$ cat config.mk
export PLATFORM = sky130hd
export DESIGN_NAME = alu_stage
export DESIGN_NICKNAME = d
export VERILOG_FILES = /design/src/rtl/cpu_pkg.sv /design/src/rtl/adder8.sv /design/src/rtl/alu_stage.sv
export SDC_FILE = /design/constraint.sdc
export NUM_CORES = 1
export LEC_CHECK = 0
export CAP_MARGIN = 20
export CELL_PAD_IN_SITES_DETAIL_PLACEMENT = 1
export CELL_PAD_IN_SITES_GLOBAL_PLACEMENT = 1
export CORE_MARGIN = 2
export CORE_UTILIZATION = 37
export CTS_BUF_LIST = sky130_fd_sc_hd__clkbuf_16
export DETAILED_ROUTE_END_ITERATION = 10
export GPL_ROUTABILITY_DRIVEN = 0
export PLACE_DENSITY_LB_ADDON = 0.08
export SETUP_SLACK_MARGIN = 0.4
export SYNTH_ARGS = -nofsm -noshare
export SYNTH_HDL_FRONTEND = slang
export SYNTH_HIERARCHICAL = 1
export SYNTH_SLANG_ARGS = --single-unit
$ cat constraint.sdc
create_clock -name clk -period 2.5 [get_ports clk]
set_input_delay 0.375 -clock clk [delete_from_list [all_inputs] [get_ports clk]]
set_output_delay 0.375 -clock clk [all_outputs]
set_load 0.01 [all_outputs]
$ cat src/rtl/cpu_pkg.sv
// Shared definitions for the 8-bit CPU datapath.
//   DATA_W            : datapath width
//   FLAG_C/Z/V        : bit positions of carry, zero and overflow in a flag vector
//   alu_op_e          : ALU operation, encoded as {use_carry, sub}
package cpu_pkg;

  localparam int DATA_W = 8;

  localparam int FLAG_C = 0;
  localparam int FLAG_Z = 1;
  localparam int FLAG_V = 2;

  typedef enum logic [1:0] {
    OP_ADD = 2'b00,
    OP_SUB = 2'b01,
    OP_ADC = 2'b10,
    OP_SBC = 2'b11
  } alu_op_e;

endpackage

$ cat src/rtl/adder8.sv
// 8-bit ripple adder with carry-in and carry-out.
//   a, b  : operands
//   cin   : carry in
//   sum   : a + b + cin, low 8 bits
//   cout  : carry out of bit 7
module adder8 (
  input  logic [7:0] a,
  input  logic [7:0] b,
  input  logic       cin,
  output logic [7:0] sum,
  output logic       cout
);

  assign {cout, sum} = {1'b0, a} + {1'b0, b} + {8'b0, cin};

endmodule

$ cat src/rtl/alu_stage.sv
// Arithmetic stage of the 8-bit CPU datapath.
// Holds operand registers A/B loaded from the shared bus, registers the
// adder result, tracks whether that result matches the current operands
// and controls, latches C/Z/V on command and drives the result onto the bus.
//   clk, rst          : clock, asynchronous active-high reset
//   bus_in            : shared bus value
//   load_a, load_b    : capture bus_in into A / B
//   sub, use_carry    : operation select ({use_carry, sub} = ADD/SUB/ADC/SBC)
//   flags_we          : latch flags from the registered result
//   out_en            : drive the result onto the bus
//   bus_out, bus_oe   : bus drive (0 when not enabled)
//   a_q, b_q          : operand registers
//   res_valid         : registered result reflects current operands/controls
//   flag_c/z/v        : carry (not-borrow), zero, signed overflow
module alu_stage
  import cpu_pkg::*;
#(
  parameter int WIDTH = DATA_W
) (
  input  logic             clk,
  input  logic             rst,
  input  logic [WIDTH-1:0] bus_in,
  input  logic             load_a,
  input  logic             load_b,
  input  logic             sub,
  input  logic             use_carry,
  input  logic             flags_we,
  input  logic             out_en,
  output logic [WIDTH-1:0] bus_out,
  output logic             bus_oe,
  output logic [WIDTH-1:0] a_q,
  output logic [WIDTH-1:0] b_q,
  output logic             res_valid,
  output logic             flag_c,
  output logic             flag_z,
  output logic             flag_v
);

  logic [WIDTH-1:0] bin;
  logic [WIDTH-1:0] sum;
  logic             cout;
  logic             cin;
  alu_op_e          op;

  logic [WIDTH-1:0] sum_q;
  logic             cout_q;
  logic             v_q;
  logic             sub_q;
  logic             uc_q;
  logic [2:0]       flags_q;

  always_comb begin
    op  = alu_op_e'({use_carry, sub});
    bin = b_q ^ {WIDTH{sub}};
    cin = sub;
    case (op)
      OP_ADD:         cin = 1'b0;
      OP_SUB:         cin = 1'b1;
      OP_ADC, OP_SBC: cin = flags_q[FLAG_C];
      default:        cin = sub;
    endcase
  end

  adder8 u_adder (
    .a    (a_q),
    .b    (bin),
    .cin  (cin),
    .sum  (sum),
    .cout (cout)
  );

  always_ff @(posedge clk or posedge rst) begin
    if (rst) begin
      a_q       <= '0;
      b_q       <= '0;
      sum_q     <= '0;
      cout_q    <= 1'b0;
      v_q       <= 1'b0;
      sub_q     <= 1'b0;
      uc_q      <= 1'b0;
      res_valid <= 1'b0;
      flags_q   <= '0;
    end else begin
      if (load_a) a_q <= bus_in;
      if (load_b) b_q <= bus_in;
      sum_q  <= sum;
      cout_q <= cout;
      v_q    <= (a_q[WIDTH-1] == bin[WIDTH-1]) && (sum[WIDTH-1] != a_q[WIDTH-1]);
      sub_q  <= sub;
      uc_q   <= use_carry;
      // Writing flags during ADC/SBC changes cin, so the sum computed this
      // cycle is stale even though operands did not move.
      res_valid <= !(load_a | load_b | (flags_we & use_carry)) &&
                   (sub == sub_q) && (use_carry == uc_q);
      if (flags_we && res_valid) begin
        flags_q[FLAG_C] <= cout_q;
        flags_q[FLAG_Z] <= (sum_q == '0);
        flags_q[FLAG_V] <= v_q;
      end
    end
  end

  assign flag_c  = flags_q[FLAG_C];
  assign flag_z  = flags_q[FLAG_Z];
  assign flag_v  = flags_q[FLAG_V];

  assign bus_out = out_en ? sum_q : '0;
  assign bus_oe  = out_en;

endmodule

* Word-level counts from Yosys, hierarchy flattened
Cells that the tools add are included.
** Operators by class
- $add $sub $neg :: 2
- Equality and inequality tests :: 7
- Mux-type cells :: 2
- Bitwise gates (word level) :: 4
- Reductions and logical operators :: 8
** Operators with widths (number)
- $add 8x8->9 :: 1
- $add 9x1->9 :: 1
- $logic_not 8->1 :: 1
- $mux 8 :: 1
- $xor 8x8->8 :: 1
- $eq 2x2->1 const B :: 2
- $logic_and 1x1->1 :: 4
- $eq 1x1->1 :: 3
- $pmux 1 s3 :: 1
- $eq 2x1->1 const B :: 1
- $logic_not 2->1 :: 1
- $or 1x1->1 :: 2
- $reduce_or 2->1 :: 1
- $and 1x1->1 :: 1
- $logic_not 1->1 :: 1
- $ne 1x1->1 :: 1
** Word-level totals
- Register bits :: 32
- Bits of input ports :: 16
- Output and inout port bits :: 29
- Logic and storage cells :: 32

* Logic depth before layout (Yosys ltp)
Gate-level depths: netlist of run 1.
- Depth in word-level cells :: 6
- Gate-level depth with buffers :: 9
- Mapped depth without buffers :: 8

* Hierarchy
Netlist of run 1, hierarchy kept.
** By module, submodules not included
- alu_stage :: times used 1, cells each 84, area an instance 1265.0 um^2
- adder8 :: times used 1, cells each 42, area an instance 331.6 um^2

* Worst setup path after synthesis of run 1
Ideal clock, no wire load.
- Path type :: input-to-reg
- Start :: input sub
- End :: register cout_q
- Library setup time :: 129 ps
- Arrival :: 2055 ps
- Required time :: 2371 ps
- Setup slack :: 316 ps
- Stages on the path :: 8
- Path buffers :: 1
- Cells stage by stage :: buf_4 -> mux2_2 -> fa_1 -> fa_1 -> a21oi_1 -> nor2_1 -> nor2_1 -> o21ai_0
** Between the ends
- Longest elaborated chain between the ends :: 4
** Ends and longest elaborated chain
- from (decl) :: RTL line alu_stage.sv:25 : input logic sub,
- $eq 2x2->1 :: RTL line alu_stage.sv:56 : case (op)
- $reduce_or 2->1 :: RTL line alu_stage.sv:56
- $pmux 1 s3 (*) :: RTL line alu_stage.sv:56
- via cin :: RTL line alu_stage.sv:42 : logic cin;
- $add 9x1->9 (*) :: RTL line adder8.sv:14 : assign {cout, sum} = {1'b0, a} + {1'b0, b} + {8'b0, cin};
- via cout :: RTL line alu_stage.sv:41 : logic cout;
- to (signal assigned) :: RTL line alu_stage.sv:87 : cout_q <= cout;
- to (decl) :: RTL line alu_stage.sv:46 : logic cout_q;
Mark *: on every way through the listed nets, which the timed path passes. The rest lies on a longest branch.
A chain may end at the register's enable or synchronous reset.

* Final worst setup path of run 1
- Start :: register flags_q[0]
- End :: register cout_q
** Between the ends
- Longest elaborated chain between the ends :: 2
** Ends and longest elaborated chain
- from (decl) :: RTL line alu_stage.sv:50 : logic [2:0] flags_q;
- from (signal, indexed assignment) :: RTL line alu_stage.sv:96 : flags_q[FLAG_C] <= cout_q;
- from (signal, indexed assignment) :: RTL line alu_stage.sv:97 : flags_q[FLAG_Z] <= (sum_q == '0);
- from (signal, indexed assignment) :: RTL line alu_stage.sv:98 : flags_q[FLAG_V] <= v_q;
- $pmux 1 s3 :: RTL line alu_stage.sv:56
- via cin :: RTL line alu_stage.sv:42
- $add 9x1->9 :: RTL line adder8.sv:14
- via cout :: RTL line alu_stage.sv:41
The timed path passes the listed nets, and every way through them passes these cells.

==> qor.yml, run 1 <==
floorplan:
  ios: 45
  start_util: 0.391
  die-area_um2: 4860
  die_h_um: 69.7
  rows: 23
  die_w_um: 69.7
  core_um2: 4090
layout:
  seqCellArea_um2: 801
  multi_input_area_um2: 790
  diodes: 0
  finalNetCount: 217
  syn_to_final_growth_pct: 50.8
  final_util: 0.589
  drive_gt1_frac: 0.301
  fillers: 438
critical_path:
  startpoint_type: "flop"
  path_max_fanout: 3
  required_ps: 2650
  crit_chain: "mux2_2, fa_2, fa_2, a21oi_2, nor2_1, nor2_1, o21ai_1"
  cp-endpoint: "cout_q$_DFF_PP0_"
  startpoint: "flags_q[0]$_DFFE_PP0P_"
  rr_endpoint: "cout_q$_DFF_PP0_"
  slowest_stage: "dfrtp_1"
  cp_top_family: "adder cells"
  worst-path-buf-inv: 0
  cp.arrival_ps: 2180
  endpoint_kind: "flop"
  crit_cells: 7
  r2r_start: "flags_q[0]$_DFFE_PP0P_"
  critPathKind: "flop to flop"
  cp_slowest_stage_delay_ps: 390
  r2r_setup_slack_ps: 470
  rr_worst_depth: 7
logic_synthesis:
  seq_area_frac_synth: 0.502
  yosysUniqueCellTypes: 32
  ys_seq_elements: 32
  yosys.area.top_type: "dfrtp_1"
  synth_nets: 151
  synth-main-ff-cell: "dfrtp_1"
  synthTopCellsByArea: "dfrtp_1 (50%), mux2_2 (13%), ha_1 (5.5%), xor2_1 (5.5%), and2_1 (3.1%)"
  syn_area_per_cell_um2: 12.7
  synth_edf_count: 0
  synth_area_um2: 1600
  synth_top_area_share: 0.502
  synthCells: 126
  synth-async-reset-ratio: 1.00
  yosys_warnings: 6
routing:
  wl_per_cell_um: 16.4
  vias_per_cell: 4.92
  top_layer_used: "met4"
  route.met3.wl_um: 176
  dr_wl_met2_mm: 2.14
  drcViolationCount: 0
  drtPass1Iterations: 3
  vias: 1196
  drt-initial-drc-count: 28
  met1_length_mm: 1.65
  drtAntennaViolNets: 0
  wirelength_mm: 3.99
power_and_ir_drop:
  total_power_uw: 2060
  power_density_nw_per_um2: 856
  leakage_uw: 0.00106
  ir_drop_uv: 381
clocking:
  cts_hold_buf: 0
  cts_made_buffers: 5
  cts_tree: "done"
  clock_latency_ps: 270
  cts-root-buf: "clkbuf_16"
  clk_path_buf_depth: 2
  h-tree-depth: 2
  cts.sinks: 32
  path_clk_slew_ps: 50
timing:
  hold_violations: 0
  relSlewSlack: 0.628
  rsz0062_at_grt: "yes"
  setup_viol: 0
  final.min_clock_period_ps: 2030
  tightest_slew_ps: 556
  timing.fmax_mhz: 494
  skew_ps: 4.19
  finalMaxSlewViolations: 0
  fin_crit_sh: 0.810
global_route:
  grt_pass1_vias: 1346
  overflow: 0
  grt_pass1_wl_mm: 6.67
  grt_max_degree: 33
  grt.total_usage: 0.178
  antenna_found_initial: 0
hold_path:
  hold_depth: 1
  hold_class: "primary input to flop"
placement:
  portBuffers: 44
  post-dp-hpwl_mm: 3.06
status:
  status: "complete, no violations"
flow_run:
  max_cap_viol_count: 0
[Yosys cell counts, types with 3 or more instances]
| cell | instances |
|---|---|
| a21oi_1 | 5 |
| and2_1 | 8 |
| dfrtp_1 | 32 |
| ha_1 | 7 |
| inv_1 | 3 |
| mux2_2 | 19 |
| nand2_1 | 4 |
| nor4_1 | 3 |
| xor2_1 | 10 |
[metal layers]
layer,global-route usage,vias to the layer above
li1,-,571
met5,0,-
met3,0.0523,2
met1,0.212,589
met2,0.312,34
met4,0.0513,0
[cells in the final DEF, fill, tap and decap left out, types with 3 or more instances in the layout]
master	count
a21oi_2	3
and2_1	8
buf_4	18
clkbuf_16	5
clkdlybuf4s50_1	41
dfrtp_1	32
ha_1	7
inv_1	4
mux2_2	19
nand2_1	4
nor4_1	3
xor2_1	10
[how the worst min path moves through the flow]
| stage | start | to | slack, ps |
|---|---|---|---|
| 2_1_floorplan | sub | sub_q$_DFF_PP0_ | 410 |
| 6_report | use_carry | uc_q$_DFF_PP0_ | 270 |
| 3_3_place_gp | v_q$_DFF_PP0_ | flags_q[2]$_DFFE_PP0P_ | 460 |
| 5_1_grt | use_carry | uc_q$_DFF_PP0_ | 270 |
| 3_5_place_dp | v_q$_DFF_PP0_ | flags_q[2]$_DFFE_PP0P_ | 490 |
| 4_1_cts | use_carry | uc_q$_DFF_PP0_ | 410 |
[state kept, by name, summed over array words and instances, names as in the netlist]
register / cells
uc_q: 1
res_valid: 1
cout_q: 1
sum_q: 8
v_q: 1
b_q: 8
a_q: 8
sub_q: 1
flags_q: 3
[worst reg2reg max path, delay by kind of cell, from the launching register on]
family / cells / cell delay [ps]
AND/OR/NAND/NOR: 2 / 220
flip-flops: 1 / 390
adder cells (fa/ha/maj): 2 / 740
multiplexers: 1 / 290
AO/OA/AOI/OAI: 2 / 270
[area by class of cell]
class,instances,area share
Multi-Input combinational cell,86,0.328
Tap cell,50,0.0260
Timing Repair Buffer,63,0.239
Clock buffer,5,0.0520
Inverter,4,0.00624
Clock inverter,3,0.0161
Sequential cell,32,0.333
[cells by family after synthesis]
logic type | count (synthesis) | synth area share
XOR/XNOR | 13 | 0.0760
multiplexers | 21 | 0.147
AO/OA/AOI/OAI | 16 | 0.0768
flip-flops | 32 | 0.502
buffers and inverters | 8 | 0.0251
adder cells (fa/ha/maj) | 9 | 0.0799
AND/OR/NAND/NOR | 27 | 0.0940
[where the power goes]
group	switching, uW	internal [uW]
clock	205	463
sequential	71.5	631
combinational	296	393
[stage by stage]
stage / std cells / cell area [um2] / setup slack (ps) / hold slack (ps) / setup TNS [ps]
floorplan: 126 / 1610 / 417 / 406 / 0
global placement: 232 / 2200 / -197 / 461 / -726
detailed placement: 232 / 2200 / -264 / 485 / -1150
CTS: 240 / 2370 / 403 / 406 / 0
global route: 243 / 2410 / 353 / 271 / 0
finish: 243 / 2410 / 475 / 271 / 0
[what timing repair did]
item                       CTS  global route
buffers inserted             0             3
resized for setup            7            10
setup endpoints to repair    9             5
pin swaps                    1             4
(Power assumes the default switching activity.)
==> run 2, diff against run 1 <==
==> constraint.sdc (replaced) <==
create_clock -name clk -period 2 [get_ports clk]
set_input_delay 0.3 -clock clk [delete_from_list [all_inputs] [get_ports clk]]
set_output_delay 0.3 -clock clk [all_outputs]
set_load 0.01 [all_outputs]
==> run 2 against run 1 <==
Core utilization rose by 4.5 points. Via count rose by 9.5%. Critical path type unchanged. The flow now finishes with violations (negative setup slack). Power rose by 26%. Global-route usage rose by 2.5 points. Highest routed layer unchanged.
==> qor.yml, run 2 (synthesis gave the netlist of run 1 again) <==
layout:
  finalNetCount: 233  # was 217
  final_common_cell: "dfrtp_1"  # was clkdlybuf4s50_1
  drive_gt1_frac: 0.383  # was 0.301
  layout_common_cells: "dfrtp_1 (32), clkdlybuf4s50_1 (30), buf_4 (29)"  # was clkdlybuf4s50_1 (41), dfrtp_1 (32), mux2_2 (19)
  diodes: 0  # unchanged
  syn_to_final_growth_pct: 62.2  # was 50.8%
  fillers: 418  # was 438
  largestRegisters: "a_q: 8 flops, b_q: 8 flops, sum_q: 8 flops"  # unchanged
clocking:
  cts.sinks: 32  # unchanged
  clock_latency_ps: 270  # about the same
  clk_path_buf_depth: 2  # unchanged
  cts-root-buf: "clkbuf_16"  # unchanged
  cts_hold_buf: 0  # unchanged
  cts_made_buffers: 5  # unchanged
  cts_tree: "done"  # unchanged
  h-tree-depth: 2  # unchanged
  path_clk_slew_ps: 50  # about the same
timing:
  skew_ps: 2.23  # was 4.19 ps
  whs_ps: 362  # was 271 ps
  fin_crit_sh: 1.00  # was 0.810
  tightest_slew_ps: 551  # was 556 ps
  hold_violations: 0  # unchanged
  relSlewSlack: 0.632  # was 0.628
  setup_viol: 1  # was 0
  finalMaxSlewViolations: 0  # unchanged
  final.min_clock_period_ps: 2010  # was 2030 ps
  timing.fmax_mhz: 498  # was 494 MHz
  rsz0062_at_grt: "yes"  # unchanged
  fin_ws_ps: -6.84  # was 475 ps
critical_path:
  critPathKind: "flop to flop"  # unchanged
  crit_chain: "xor2_1, ha_2, nand3_1, a21oi_2, mux2i_1, nand2_1, nand2b_1, mux2i_1"  # was mux2_2, fa_2, fa_2, a21oi_2, nor2_1, nor2_1, o21ai_1
  endpoint_kind: "flop"  # unchanged
  startpoint: "b_q[5]$_DFFE_PP0P_"  # was flags_q[0]$_DFFE_PP0P_
  slowest_stage: "ha_2"  # was dfrtp_1
  path_max_fanout: 4  # was 3
  critPathMostFrequentCell: "mux2i_1"
  cp_slowest_stage_delay_ps: 410  # was 390 ps
  cp.arrival_ps: 2200  # was 2180 ps
  r2r_start: "b_q[5]$_DFFE_PP0P_"  # was flags_q[0]$_DFFE_PP0P_
  required_ps: 2190  # was 2650 ps
  startpoint_type: "flop"  # unchanged
power_and_ir_drop:
  ir_drop_uv: 637  # was 381 uV
  power_density_nw_per_um2: 1000  # was 856 nW/um2
  pwr-share-seq: 0.340  # was 0.341
  clkPwrFrac: 0.267  # was 0.324
  p_comb_frac: 0.392  # was 0.335
  leakage_uw: 0.00126  # was 0.00106 uW
  p_int_uw: 1800  # was 1490 uW
  swShare: 0.303  # was 0.278
  total_power_uw: 2590  # was 2060 uW
  power_switching_uw: 785  # was 572 uW
floorplan:
  core_um2: 4090  # unchanged
  rows: 23  # unchanged
  die_w_um: 69.7  # unchanged
  start_util: 0.391  # unchanged
  die-area_um2: 4860  # unchanged
  die_h_um: 69.7  # unchanged
  ios: 45  # unchanged
routing:
  drt-initial-drc-count: 76  # was 28
  vias: 1310  # was 1196
  drtPass1Iterations: 4  # was 3
  drcViolationCount: 0  # unchanged
  wirelength_mm: 4.82  # was 3.99 mm
  vias_per_cell: 5.06  # was 4.92
  drtAntennaViolNets: 0  # unchanged
  wl_per_cell_um: 18.6  # was 16.4 um
global_route:
  grt_max_degree: 33  # unchanged
  grt.total_usage: 0.203  # was 0.178
  grt_pass1_wl_mm: 7.53  # was 6.67 mm
  grt_pass1_vias: 1455  # was 1346
  overflow: 0  # unchanged
  antenna_found_initial: 0  # unchanged
placement:
  portBuffers: 44  # unchanged
  post-dp-hpwl_mm: 3.13  # was 3.06 mm
flow_run:
  max_cap_viol_count: 0  # unchanged
hold_path:
  hold_path_startpoint: "sub"  # was use_carry
  hold_class: "primary input to flop"  # unchanged
status:
  violations: "negative setup slack"
  status: "finished with violations"  # was complete, no violations
[run 2: metrics by stage]
step	utilization	instances	setup TNS, ps	cell area [um2]	setup WS, ps
3_3_place_gp	0.552	237	-2930	2260	-471
3_5_place_dp	0.552	237	-3350	2260	-585
2_1_floorplan	-	126	0	1630	46.3
4_1_cts	0.605	253	-1.36	2470	-1.36
6_report	0.634	259	-6.84	2590	-6.84
5_1_grt	0.634	259	-240	2590	-114
[run 2: power by group through the flow]
stage	combinational, uW	sequential (uW)	clock, uW
after floorplan	410	886	0
after global placement	816	881	0
after global routing	1090	905	745
after CTS	915	882	710
final	1020	881	692
after detailed placement	850	893	0
[run 2: worst paths after layout]
path / to / slack (ps) / depth (start not counted)
setup reg to reg: v_q$_DFF_PP0_ / -7 / 8
hold reg to reg: flags_q[2]$_DFFE_PP0P_ / 470 / 1
max in group asynchronous: b_q[6]$_DFFE_PP0P_ / 1290 / 3
setup / recovery: v_q$_DFF_PP0_ / -7 / 8
hold / removal: sub_q$_DFF_PP0_ / 360 / 2
min in group asynchronous: b_q[0]$_DFFE_PP0P_ / 420 / 3
[run 2: routing by layer]
layer	vias to the layer above	track usage	share of wire
li1	607	-	-
met1	666	0.220	0.40
met2	35	0.390	0.55
met3	2	0.0422	0.039
met4	0	0.0641	0.0064
met5	-	0	0
[run 2: critical path, delay by kind of cell (launching register included)]
family	cells	cell delay, ps
fa+ha+maj	1	410
compound gates	1	170
mux	2	330
xor+xnor	1	170
flops	1	400
simple gates	3	440
[run 2: layout make-up]
class	instances	area, um2	area share
clock buffers	5	125	0.0483
repair buffers	79	731	0.282
multi-input cells	86	845	0.326
well taps	50	62.6	0.0242
flip-flops and latches	32	801	0.309
inverters	4	15.0	0.00580
clock inverters	3	11.3	0.00435
[run 2: repair_timing]
item,CTS,global route
endpoints found under the setup margin,19,17
gates cloned,1,0
setup buffers,7,6
gates resized for setup,18,20
pin swaps,10,10
==> variant: new RTL, settings of run 1 <==
Take the reset off `sum_q` and load it in a clocked block of its own.
--- a/src/rtl/alu_stage.sv
+++ b/src/rtl/alu_stage.sv
@@ -75,3 +75,2 @@
       b_q       <= '0;
-      sum_q     <= '0;
       cout_q    <= 1'b0;
@@ -85,3 +84,2 @@
       if (load_b) b_q <= bus_in;
-      sum_q  <= sum;
       cout_q <= cout;
@@ -102,2 +100,6 @@
 
+  always_ff @(posedge clk) begin
+    sum_q <= sum;
+  end
+
   assign flag_c  = flags_q[FLAG_C];
Function: changed (a bounded check fails within 4 cycles, from zero or initial values and one cycle with rst high).
==> variant against run 1 <==
- worst setup slack better by 0.014 ns
- final area is 1.5% higher
- area after synthesis is 2.5% lower
- routed wire length is 7.1% higher
- sequential cell count stayed put
- worst hold slack better by 0.17 ns
- power is 2.6% higher
- critical endpoint is now v_q$_DFF_PP0_
- largest cell class is now multi-input gates
==> variant: results (changes against run 1) <==
GRT
  – Gr usage total: 0.196 (+0.0181)
  – First-pass GRT wire length: 6.58 mm (-1.5%)
  – Vias in the first global route: 1,368 (+1.6%)
  – Pin count of the biggest net entering global routing: 25 (-24%)

Setup path
  – R2R Path End: v_q$_DFF_PP0_
  – Critical path data arrival time: 2.21 ns (+0.03 ns)
  – RR Startpoint: b_q[4]$_DFFE_PP0P_
  – CP top delay family: flip-flops
  – Worst-path fanout max: 5 (+2)
  – R2r worst-path depth: 9 (+2)

Finish
  – Fill cell count: 413 (-5.7%)
  – Fraction of layout cells with a size suffix above 1: 0.332 (+0.0311)
  – Top flop regs: a_q (8), b_q (8), sum_q (8)
  – Final net count: 223 (+2.8%)

Logic synthesis
  – Synth top cells by count: dfrtp_1 (24), mux2_2 (19), xor2_1 (10)
  – Area contributors post-synth: dfrtp_1 (39%), mux2_2 (14%), dfxtp_1 (10%), ha_1 (5.6%), xor2_1 (5.6%)
  – Count of cell types in the netlist: 33 (+3.1%)
  – Ys async rst share: 0.750 (-0.250)
  – Seq/Total Area, Yosys: 0.489 (-0.0128)

Timing
  – Worst slew pin tran: 0.512 ns (-0.0435 ns)
  – Final Skew: 0.00496 ns (+0.000765 ns)
  – Hold Worst Slack: 0.445 ns (+0.174 ns)

Placement
  – Inst Count DP: 234 (+0.86%)
  – Placed inst area: 0.00218 sq mm (-1.1%)
  – Post-placement setup slack: -0.191 ns (+0.0731 ns)
  – Detailed placement HPWL: 3.11 mm (+1.6%)

Drt
  – Detailed Route Iter0 Violations: 19 (-32%)
  – Drt first pass iters: 4 (+1)
  – Final WL: 4.27 mm (+7.1%)
  – Avg WL per Cell: 17.1 um (+4.5%)
  – Via count: 1,233 (+3.1%)

Pwr
  – Peak supply drop: 410 uV (+7.5%)
  – Switching share of power: 0.280 (+0.00249)
  – Pleak: 1.09 nW (+2.1%)

Clock network
  – CTS max path bufs: 2 (unchanged)

Min path
  – HP Class: in2async

Status
  – Outcome: complete, no violations

Floorplan
  – Starting Density: 0.386 (-0.00436)
## variant: changes by cell type after synthesis, sizes merged
| cell | change |
|---|---|
| dfrtp | -8 |
| dfxtp | +8 |
## variant: layer usage
metal / vias to the layer above / global-route usage / routed length (um)
li1: 588 / - / -
met5: - / 0 / 0
met3: 8 / 0.0536 / 212
met2: 33 / 0.356 / 2300
met1: 604 / 0.217 / 1670
met4: 0 / 0.0735 / 85
## variant: layout make-up
class | instances | area share
inverters | 4 | 0.00615
flip-flops and latches | 32 | 0.311
well taps | 50 | 0.0256
clock buffers | 5 | 0.0512
multi-input cells | 86 | 0.334
repair buffers | 69 | 0.256
clock inverters | 3 | 0.0159
## variant: timing repair
action | 4_1_cts | 5_1_grt
cloned | 0 | 0
setup buffers | 5 | 2
pin swaps | 6 | 10
endpoints found under the setup margin | 6 | 9
gates resized for setup | 8 | 9
## variant: cells by family after synthesis
logic type	Yosys count	synth area share
AOI/OAI and AO/OA	16	0.0788
adders and majority gates	9	0.0820
buffers and inverters	8	0.0257
DFF	32	0.489
muxes	21	0.150
and+or+nand+nor	27	0.0965
xor gates and xnor gates	13	0.0780
## variant: tightest hold or removal path, cell delays in order
cell	delay [ns]
clkdlybuf4s50_1	0.39
inv_1	0.05
buf_4	0.30
## variant: worst max-delay path by stage
stage | from | endpoint | slack (ns) | cells after the start
finish | b_q[4]$_DFFE_PP0P_ | v_q$_DFF_PP0_ | 0.49 | 9
global route | b_q[2]$_DFFE_PP0P_ | v_q$_DFF_PP0_ | 0.33 | 8
CTS | use_carry | cout_q$_DFF_PP0_ | 0.42 | 8
detailed placement | sub | v_q$_DFF_PP0_ | -0.19 | 10
global placement | sub | v_q$_DFF_PP0_ | -0.08 | 10
floorplan | sub | v_q$_DFF_PP0_ | 0.42 | 9
## variant: power groups by stage
stage	Sequential, mW	Clock [mW]	Combinational [mW]
floorplan	0.711	0	0.307
global placement	0.708	0	0.612
detailed placement	0.716	0	0.639
CTS	0.706	0.679	0.694
global route	0.720	0.710	0.803
finish	0.704	0.669	0.741
## variant: stage by stage
stage,util,total power [mW]
after detailed placement,0.541,1.35
after global placement,0.541,1.32
after global routing,0.606,2.23
after floorplan,-,1.02
after CTS,0.595,2.08
final,0.606,2.11
